**src/rtl/audio_pdm_decimator_if.sv**
```systemverilog
// PDM input strobe/bit and decimated PCM sample output bundle.
// Combinational wiring only; no latency.
// No backpressure: source strobes bits, sink must take every sample pulse.
interface audio_pdm_decimator_if #(
  parameter int WIDTH = 12
);
  logic             in_en;
  logic             pdm_in;
  logic [WIDTH-1:0] sample;
  logic             sample_valid;

  // PDM source side: drives bits, observes recovered samples
  modport master (
    output in_en,
    output pdm_in,
    input  sample,
    input  sample_valid
  );

  // Decimator side
  modport slave (
    input  in_en,
    input  pdm_in,
    output sample,
    output sample_valid
  );
endinterface

```
**src/rtl/audio_pdm_decimator.sv**
```systemverilog
// 2nd-order CIC decimator (R = 2**DECIM_LOG2) turning a 1-bit PDM stream into signed PCM.
// Latency: sample/sample_valid update 2 clk after the decimation tick edge.
// No backpressure: every in_en bit is consumed; optional input synchronizer via PDM_SYNC_EN.
module audio_pdm_decimator #(
  parameter int WIDTH      = 12,
  parameter int DECIM_LOG2 = 6
) (
  input  logic                  clk,
  input  logic                  reset,
  audio_pdm_decimator_if.slave  bus
);
  localparam int N     = 2*DECIM_LOG2 + 1;
  localparam int SHIFT = 2*DECIM_LOG2 - WIDTH;
  localparam logic [N-1:0] FULL = N'(1) << (2*DECIM_LOG2);

  logic                  w_bit;
  logic [N-1:0]          r_i1, r_i2, r_i2_d, r_c1, r_c1_d;
  logic [DECIM_LOG2-1:0] r_cnt;
  logic                  r_tick_d1, r_tick_d2;
  logic [1:0]            r_prime;
  logic [WIDTH-1:0]      r_sample;
  logic                  r_sample_valid;

  logic [N-1:0]          w_i1_next, w_c2, w_v;
  logic [WIDTH-1:0]      w_t, w_sample;
  logic                  w_tick;

`ifdef PDM_SYNC_EN
  logic [1:0] r_sync;
  // Two-flop synchronizer for an asynchronous PDM source, sampled every clk
  always_ff @(posedge clk) begin
    if (reset) r_sync <= 2'b00;
    else       r_sync <= {r_sync[0], bus.pdm_in};
  end
  assign w_bit = r_sync[1];
`else
  assign w_bit = bus.pdm_in;
`endif

  assign w_i1_next = r_i1 + N'(w_bit);
  assign w_tick    = bus.in_en && (r_cnt == {DECIM_LOG2{1'b1}});

  // Second comb difference and output formatting: clamp the single overflow
  // code (all-ones window) to +max, drop LSBs, flip MSB for offset->signed.
  assign w_c2     = r_c1 - r_c1_d;
  assign w_v      = (w_c2 == FULL) ? (FULL - N'(1)) : w_c2;
  assign w_t      = WIDTH'(w_v >> SHIFT);
  assign w_sample = {~w_t[WIDTH-1], w_t[WIDTH-2:0]};

  // Integrators and decimation counter advance only on accepted bits; wrap is intended
  always_ff @(posedge clk) begin
    if (reset) begin
      r_i1  <= '0;
      r_i2  <= '0;
      r_cnt <= '0;
    end else if (bus.in_en) begin
      r_i1  <= w_i1_next;
      r_i2  <= r_i2 + w_i1_next;
      r_cnt <= r_cnt + 1'b1;
    end
  end

  // Comb pipeline runs on clk, triggered by the delayed tick; reset drops in-flight work
  always_ff @(posedge clk) begin
    if (reset) begin
      r_tick_d1      <= 1'b0;
      r_tick_d2      <= 1'b0;
      r_i2_d         <= '0;
      r_c1           <= '0;
      r_c1_d         <= '0;
      r_prime        <= 2'd0;
      r_sample       <= '0;
      r_sample_valid <= 1'b0;
    end else begin
      r_tick_d1      <= w_tick;
      r_tick_d2      <= r_tick_d1;
      r_sample_valid <= 1'b0;
      if (r_tick_d1) begin
        r_c1   <= r_i2 - r_i2_d;
        r_i2_d <= r_i2;
      end
      if (r_tick_d2) begin
        r_c1_d <= r_c1;
        // The first two results still contain start-up history; hold them back
        if (r_prime == 2'd2) begin
          r_sample       <= w_sample;
          r_sample_valid <= 1'b1;
        end else begin
          r_prime <= r_prime + 2'd1;
        end
      end
    end
  end

  assign bus.sample       = r_sample;
  assign bus.sample_valid = r_sample_valid;
endmodule
```
**src/flat_wrapper.sv**
```systemverilog
// flat-port wrapper written by rule: the top's interface ports become plain ports
module audio_pdm_decimator_flat 
#(
  parameter int WIDTH      = 12,
  parameter int DECIM_LOG2 = 6
)
  (clk, reset, bus_in_en, bus_pdm_in, bus_sample, bus_sample_valid);
  audio_pdm_decimator_if #(.WIDTH(WIDTH)) bus_i ();
  input  logic clk;
  input  logic reset;
  input wire logic [$bits(bus_i.in_en)-1:0] bus_in_en;
  input wire logic [$bits(bus_i.pdm_in)-1:0] bus_pdm_in;
  output wire logic [$bits(bus_i.sample)-1:0] bus_sample;
  output wire logic [$bits(bus_i.sample_valid)-1:0] bus_sample_valid;
  assign bus_i.in_en = bus_in_en;
  assign bus_i.pdm_in = bus_pdm_in;
  assign bus_sample = bus_i.sample;
  assign bus_sample_valid = bus_i.sample_valid;
  audio_pdm_decimator #(.WIDTH(WIDTH), .DECIM_LOG2(DECIM_LOG2)) u_core (.clk(clk), .reset(reset), .bus(bus_i));
endmodule
```
**config.mk**
```make
export PLATFORM = sky130hd
export DESIGN_NAME = audio_pdm_decimator_flat
export DESIGN_NICKNAME = d
export VERILOG_FILES = /design/src/rtl/audio_pdm_decimator_if.sv /design/src/rtl/audio_pdm_decimator.sv /design/src/flat_wrapper.sv
export SDC_FILE = /design/constraint.sdc
export NUM_CORES = 1
export LEC_CHECK = 0
export CAP_MARGIN = 20
export CORE_UTILIZATION = 47
export CTS_CLUSTER_SIZE = 12
export DETAILED_ROUTE_END_ITERATION = 10
export HOLD_SLACK_MARGIN = 0.06
export PLACE_DENSITY_LB_ADDON = 0.3
export SYNTH_ARGS = -nofsm -noshare
export SYNTH_HDL_FRONTEND = slang
export SYNTH_SLANG_ARGS = --single-unit
```
**constraint.sdc**
```tcl
create_clock -name clk -period 2.8 [get_ports clk]
set_input_delay 0.28 -clock clk [delete_from_list [all_inputs] [get_ports clk]]
set_output_delay 0.28 -clock clk [all_outputs]
set_load 0.03 [all_outputs]
```
# After elaboration in Yosys (flattened, before gate mapping)
# Index checks and enable logic that the tools add are counted.
[totals] regBits=88 word_cells=29 inputBits=4 output_inout_bits=13
[op_classes] reduce_logical=4 addsub=6 n_eq_ne=3 n_mux=2 bitwise_logic=3
[ops] operator="subtractor 13 bit" n=2
[ops] operator="adder 13 x 1 -> 13 bit" n=1
[ops] operator="adder 13 bit" n=1
[ops] operator="equality test 13 bit, second input constant" n=1
[ops] operator="two-way mux 12 bit" n=1
[ops] operator="adder 6 x 1 -> 6 bit, second input constant" n=1
[ops] operator="equality test 6 bit, second input constant" n=1
[ops] operator="AND reduction 2 bit" n=2
[ops] operator="NOT 1 bit" n=3
[ops] operator="adder 2 x 1 -> 2 bit, second input constant" n=1
[ops] operator="equality test 2 bit, second input constant" n=1
[ops] operator="OR reduction 2 bit" n=1
[ops] operator="logical AND 1 bit" n=1
[ops] operator="two-way mux 1 bit" n=1

# Logic depth before layout (Yosys ltp)
[logic_depth] word_depth=4 ltp_mapped=15 ltp_nobuf=15

# Worst setup path after synthesis
# No wires, ideal clock.
[synth_timing] kind="reg2reg" startpoint="register u_core.r_i1[0]" endpoint="register u_core.r_i2[11]" path_stages_with_launch=12 setup_ns=0.087 synth_period_minus_slack_ns=2.858 t_arrival_ns=2.771 slack_ns=-0.058 path_buffers=0 required_ns=2.713 path_cell_list="dfxtp_1 > ha_1 > ha_1 > nand3_1 > nor3_1 > xor2_1 > ha_1 > and3_1 > a2111oi_0 > a211oi_1 > xnor2_1 > o31ai_1"
[synth_via] elab_chain_cells=2
[synth_lines] item="start: declaration" line="audio_pdm_decimator.sv:17" text="logic [N-1:0] r_i1, r_i2, r_i2_d, r_c1, r_c1_d;"
[synth_lines] item="start signal: assignment" line="audio_pdm_decimator.sv:57" text="r_i1 <= w_i1_next;"
[synth_lines] item="adder 13 x 1 -> 13 bit" line="audio_pdm_decimator.sv:40" text="assign w_i1_next = r_i1 + N'(w_bit);"
[synth_lines] item="named net u_core.w_i1_next[8]" line="audio_pdm_decimator.sv:24" text="logic [N-1:0] w_i1_next, w_c2, w_v;"
[synth_lines] item="adder 13 bit" line="audio_pdm_decimator.sv:58" text="r_i2 <= r_i2 + w_i1_next;"
[synth_lines] item="end signal: assignment" line="audio_pdm_decimator.sv:58"
[synth_lines] item="end: declaration" line="audio_pdm_decimator.sv:17"
# The timed path passes the listed nets, and every way through them passes these cells.
# A chain may end at the register's enable or synchronous reset.

# Final worst setup path
[layout_timing] startpoint="register u_core.r_c1[0]" endpoint="register u_core.r_sample[9], in the netlist u_core.bus.sample[9]"
[layout_via] elab_chain_cells=3
[layout_lines] item="start: declaration" line="audio_pdm_decimator.sv:17"
[layout_lines] item="start signal: assignment" line="audio_pdm_decimator.sv:79" text="r_c1 <= r_i2 - r_i2_d;"
[layout_lines] item="subtractor 13 bit (*)" line="audio_pdm_decimator.sv:45" text="assign w_c2 = r_c1 - r_c1_d;"
[layout_lines] item="equality test 13 bit" line="audio_pdm_decimator.sv:46" text="assign w_v = (w_c2 == FULL) ? (FULL - N'(1)) : w_c2;"
[layout_lines] item="two-way mux 12 bit (*)" line="audio_pdm_decimator.sv:46"
[layout_lines] item="end signal: assignment" line="audio_pdm_decimator.sv:86" text="r_sample <= w_sample;"
[layout_lines] item="end: declaration" line="audio_pdm_decimator.sv:21" text="logic [WIDTH-1:0] r_sample;"
# Mark *: on every way between the ends. The rest lies on a longest branch, timed or not.

==> impl_metrics.toml <==
[yosys]
yosys.area.top_type_share_pct = 34.4
syn_inst = 603
synth_fp_nets = 650
ys_seq_area_share_pct = 34.4
synth.most_common_cell = "nor2_1"
synthTopCellsByArea = "dfxtp_1 (34%), ha_1 (9.8%), mux2i_1 (9.0%)"
synth_ff_type = "dfxtp_1"
synth_area_mm2 = 0.00512
yosysTopAreaCell = "dfxtp_1"
ys_async_sr_fraction_pct = 0
avgSynthCellArea_um2 = 8.49
synth.distinct_cells = 47
yosysWarnings = 0
synth_commonest_cells = "nor2_1 (103), dfxtp_1 (88), mux2i_1 (46), ha_1 (40), inv_1 (36)"
synth-seq-cells = 88
synth-edff-count = 0

[clocking]
cts_root_buf = "clkbuf_8"
h-tree-depth = 3
cts.sinks = 88
clk_latency_ns = 0.36
cts_hold_buf = 0
clockBufferDepth = 2
clk_pin_slew_ns = 0.09
tritoncts = "built"
cts_buffers = 9

[run_status]
violations = "setup timing"
outcome = "finished, violations left"

[sta]
report.final.slew_viol_count = 0
fmax_ghz = 0.354
finalHoldViolCount = 0
period_needed_ns = 2.82
worst_pin_slew_ns = 0.628
timing.setup.tns_ns = -0.0400
relSlewSlack_pct = 58.1
rsz0062_at_grt = "true"
skew_ns = 0.00973
worst_slack_ns = -0.0242
min_period_over_period_pct = 101
setup_viol = 2

[critical_path]
cp_cell_sequence = "inv_2 > ha_4 > fa_2 > nor2b_4 > o2111a_1 > o21a_1 > xor2_2 > or4_4 > nor4_4 > nand2_1 > a311oi_1"
cpMaxStageDelayCell = "or4_4"
critPathTopFamily = "simple AND/OR/NAND/NOR gates"
startpoint_type = "register"
critical_path_arrival_ns = 3.09
cp.required_ns = 3.07
worst-path-max-fanout = 3
end_kind = "register"
cpPeakStageDelay_ns = 0.55
path_buf_inv = 1
worstSetupPathType = "reg2reg"

[global_routing]
antenna_found_initial = 0
grt_pass1_vias = 4060
grt_pass1_wl_um = 17800
grt_usage_pct = 19.4
grt_start_max_net_pins = 62
grt_overflow = 0

[route]
dr.pass1.iters = 6
wl_per_cell_um = 13.2
vias = 4254
route.detailed.drc = 0
drt_iter0_markers = 143
routed_wl_um = 10500
final_antenna_net_count = 0
viasPerCell = 5.34

[placed_design]
io_buffers = 16
dp.cells = 766
dp_hpwl_um = 7340
gp_congestion = 0.774

[power_and_ir_drop]
p_leak_nw = 2.47
peakVddDrop_mv = 0.380
power_density_mw_per_mm2 = 380

[finish]
areaGrowthSynthToFinish_pct = 20.3
nets = 702
drive_gt1_share_pct = 16.1
fill_cells = 933
multi_input_comb_area_mm2 = 0.00333
final-seq-area_mm2 = 0.00177
antenna_cells = 0
final_cells = 796

[floorplanning]
io_pins = 17
die_w_um = 106
initial_core_util_pct = 48.9
fp-row-count = 37
core_mm2 = 0.0105
dieArea_mm2 = 0.0113
die_height_um = 106

[worst_hold_path]
hold_class = "in2reg"

[job]
cap_violations = 0
[final timing paths]
path / startpoint / to / slack (ns) / depth (start not counted)
min: reset / u_core.r_c1_d[1] / 0.36 / 2
max reg2reg: u_core.r_c1[0] / u_core.bus.sample[9] / -0.02 / 11
max: u_core.r_c1[0] / u_core.bus.sample[9] / -0.02 / 11
min reg2reg: u_core.r_cnt[5] / u_core.r_tick_d1 / 0.45 / 2
[per-layer routing]
metal	up-vias	part of all wire, %	track usage, %
li1	2185	-	-
met5	-	0	0
met1	1991	46	22.0
met2	56	50	35.1
met4	0	2.2	6.55
met3	22	2.5	4.66
[worst reg2reg max path: cells and delay by family (launching register included)]
family | cells | cell delay [ns]
buf+inv | 1 | 0.04
compound gates | 3 | 0.69
xor+xnor | 1 | 0.11
fa+ha+maj | 2 | 0.53
simple gates | 4 | 1.02
flops | 1 | 0.34
[flip-flops by register name, indices dropped and copies added, names as in the netlist]
register,flops
u_core.r_c1_d,13
u_core.r_i1,13
u_core.r_prime,2
u_core.bus.sample_valid,1
u_core.r_c1,13
u_core.bus.sample,12
u_core.r_tick_d2,1
u_core.r_cnt,6
u_core.r_i2,13
u_core.r_i2_d,13
u_core.r_tick_d1,1
[power breakdown]
group          internal [mW]  switching, mW
registers               1.26         0.0123
clock network          0.485          0.443
logic                 0.0609         0.0822
[cells by family after synthesis]
| kind of cell | synth area share [%] |
|---|---|
| XOR/XNOR | 9.58 |
| multiplexers | 8.99 |
| AND/OR/NAND/NOR | 18.2 |
| buffers and inverters | 4.47 |
| flip-flops | 34.4 |
| adder cells (fa/ha/maj) | 10.9 |
| AO/OA/AOI/OAI | 13.4 |
[final cells by class]
type,instances,share of cell area (%)
multi-input combinational,454,54.1
sequential,88,28.6
timing repair buffer,66,8.77
tap,136,2.76
clock buffer,12,2.68
inverter,36,2.19
clock inverter,4,0.832
[per-stage QoR]
| step | instance area [um2] | util (%) | worst slack [ns] | power, mW | hold slack (ns) |
|---|---|---|---|---|---|
| 6_report | 6160 | 58.9 | -0.0242 | 2.34 | 0.364 |
| 5_1_grt | 6160 | 58.9 | -0.132 | 2.45 | 0.353 |
| 4_1_cts | 5910 | 56.5 | -0.0486 | 2.37 | 0.337 |
| 3_5_place_dp | 5620 | 53.8 | -0.592 | 1.44 | 0.440 |
| 3_3_place_gp | 5620 | 53.8 | -0.484 | 1.43 | 0.433 |
| 2_1_floorplan | 5120 | - | 0.0182 | 1.40 | 0.374 |
[layout by cell type, fill, tap and decap left out, types with 3 or more instances in the layout]
| master | Yosys | routed |
|---|---|---|
| and3_1 | 8 | 3 |
| nand3_1 | 11 | 9 |
| o21a_1 | 10 | 10 |
| nor4_1 | 4 | 3 |
| dfxtp_1 | 88 | 85 |
| buf_4 | 0 | 48 |
| a211oi_1 | 14 | 12 |
| inv_1 | 36 | 35 |
| and3_4 | 0 | 5 |
| nand2_1 | 31 | 31 |
| xor2_1 | 32 | 31 |
| dfxtp_2 | 0 | 3 |
| and2_1 | 3 | 3 |
| clkdlybuf4s50_1 | 0 | 14 |
| nor2_1 | 103 | 100 |
| nor2b_1 | 7 | 7 |
| clkbuf_8 | 0 | 12 |
| nor3_1 | 15 | 13 |
| a21boi_0 | 3 | 3 |
| xnor2_1 | 24 | 23 |
| o21ai_0 | 19 | 14 |
| a21o_1 | 5 | 5 |
| or3_1 | 3 | 3 |
| mux2i_1 | 46 | 46 |
| a21oi_1 | 24 | 23 |
| ha_4 | 0 | 3 |
| o21ai_1 | 10 | 13 |
| nand2b_1 | 4 | 4 |
| o31a_1 | 3 | 3 |
| ha_1 | 40 | 37 |
| nand4_1 | 7 | 7 |
| a31oi_1 | 3 | 3 |
[timing repair]
| item | 4_1_cts | 5_1_grt |
|---|---|---|
| setup buffers | 0 | 14 |
| setup endpoints to repair | 16 | 16 |
| pin swaps | 10 | 19 |
| gates resized for setup | 16 | 33 |
Note: power is estimated with default switching activity, not from simulation.
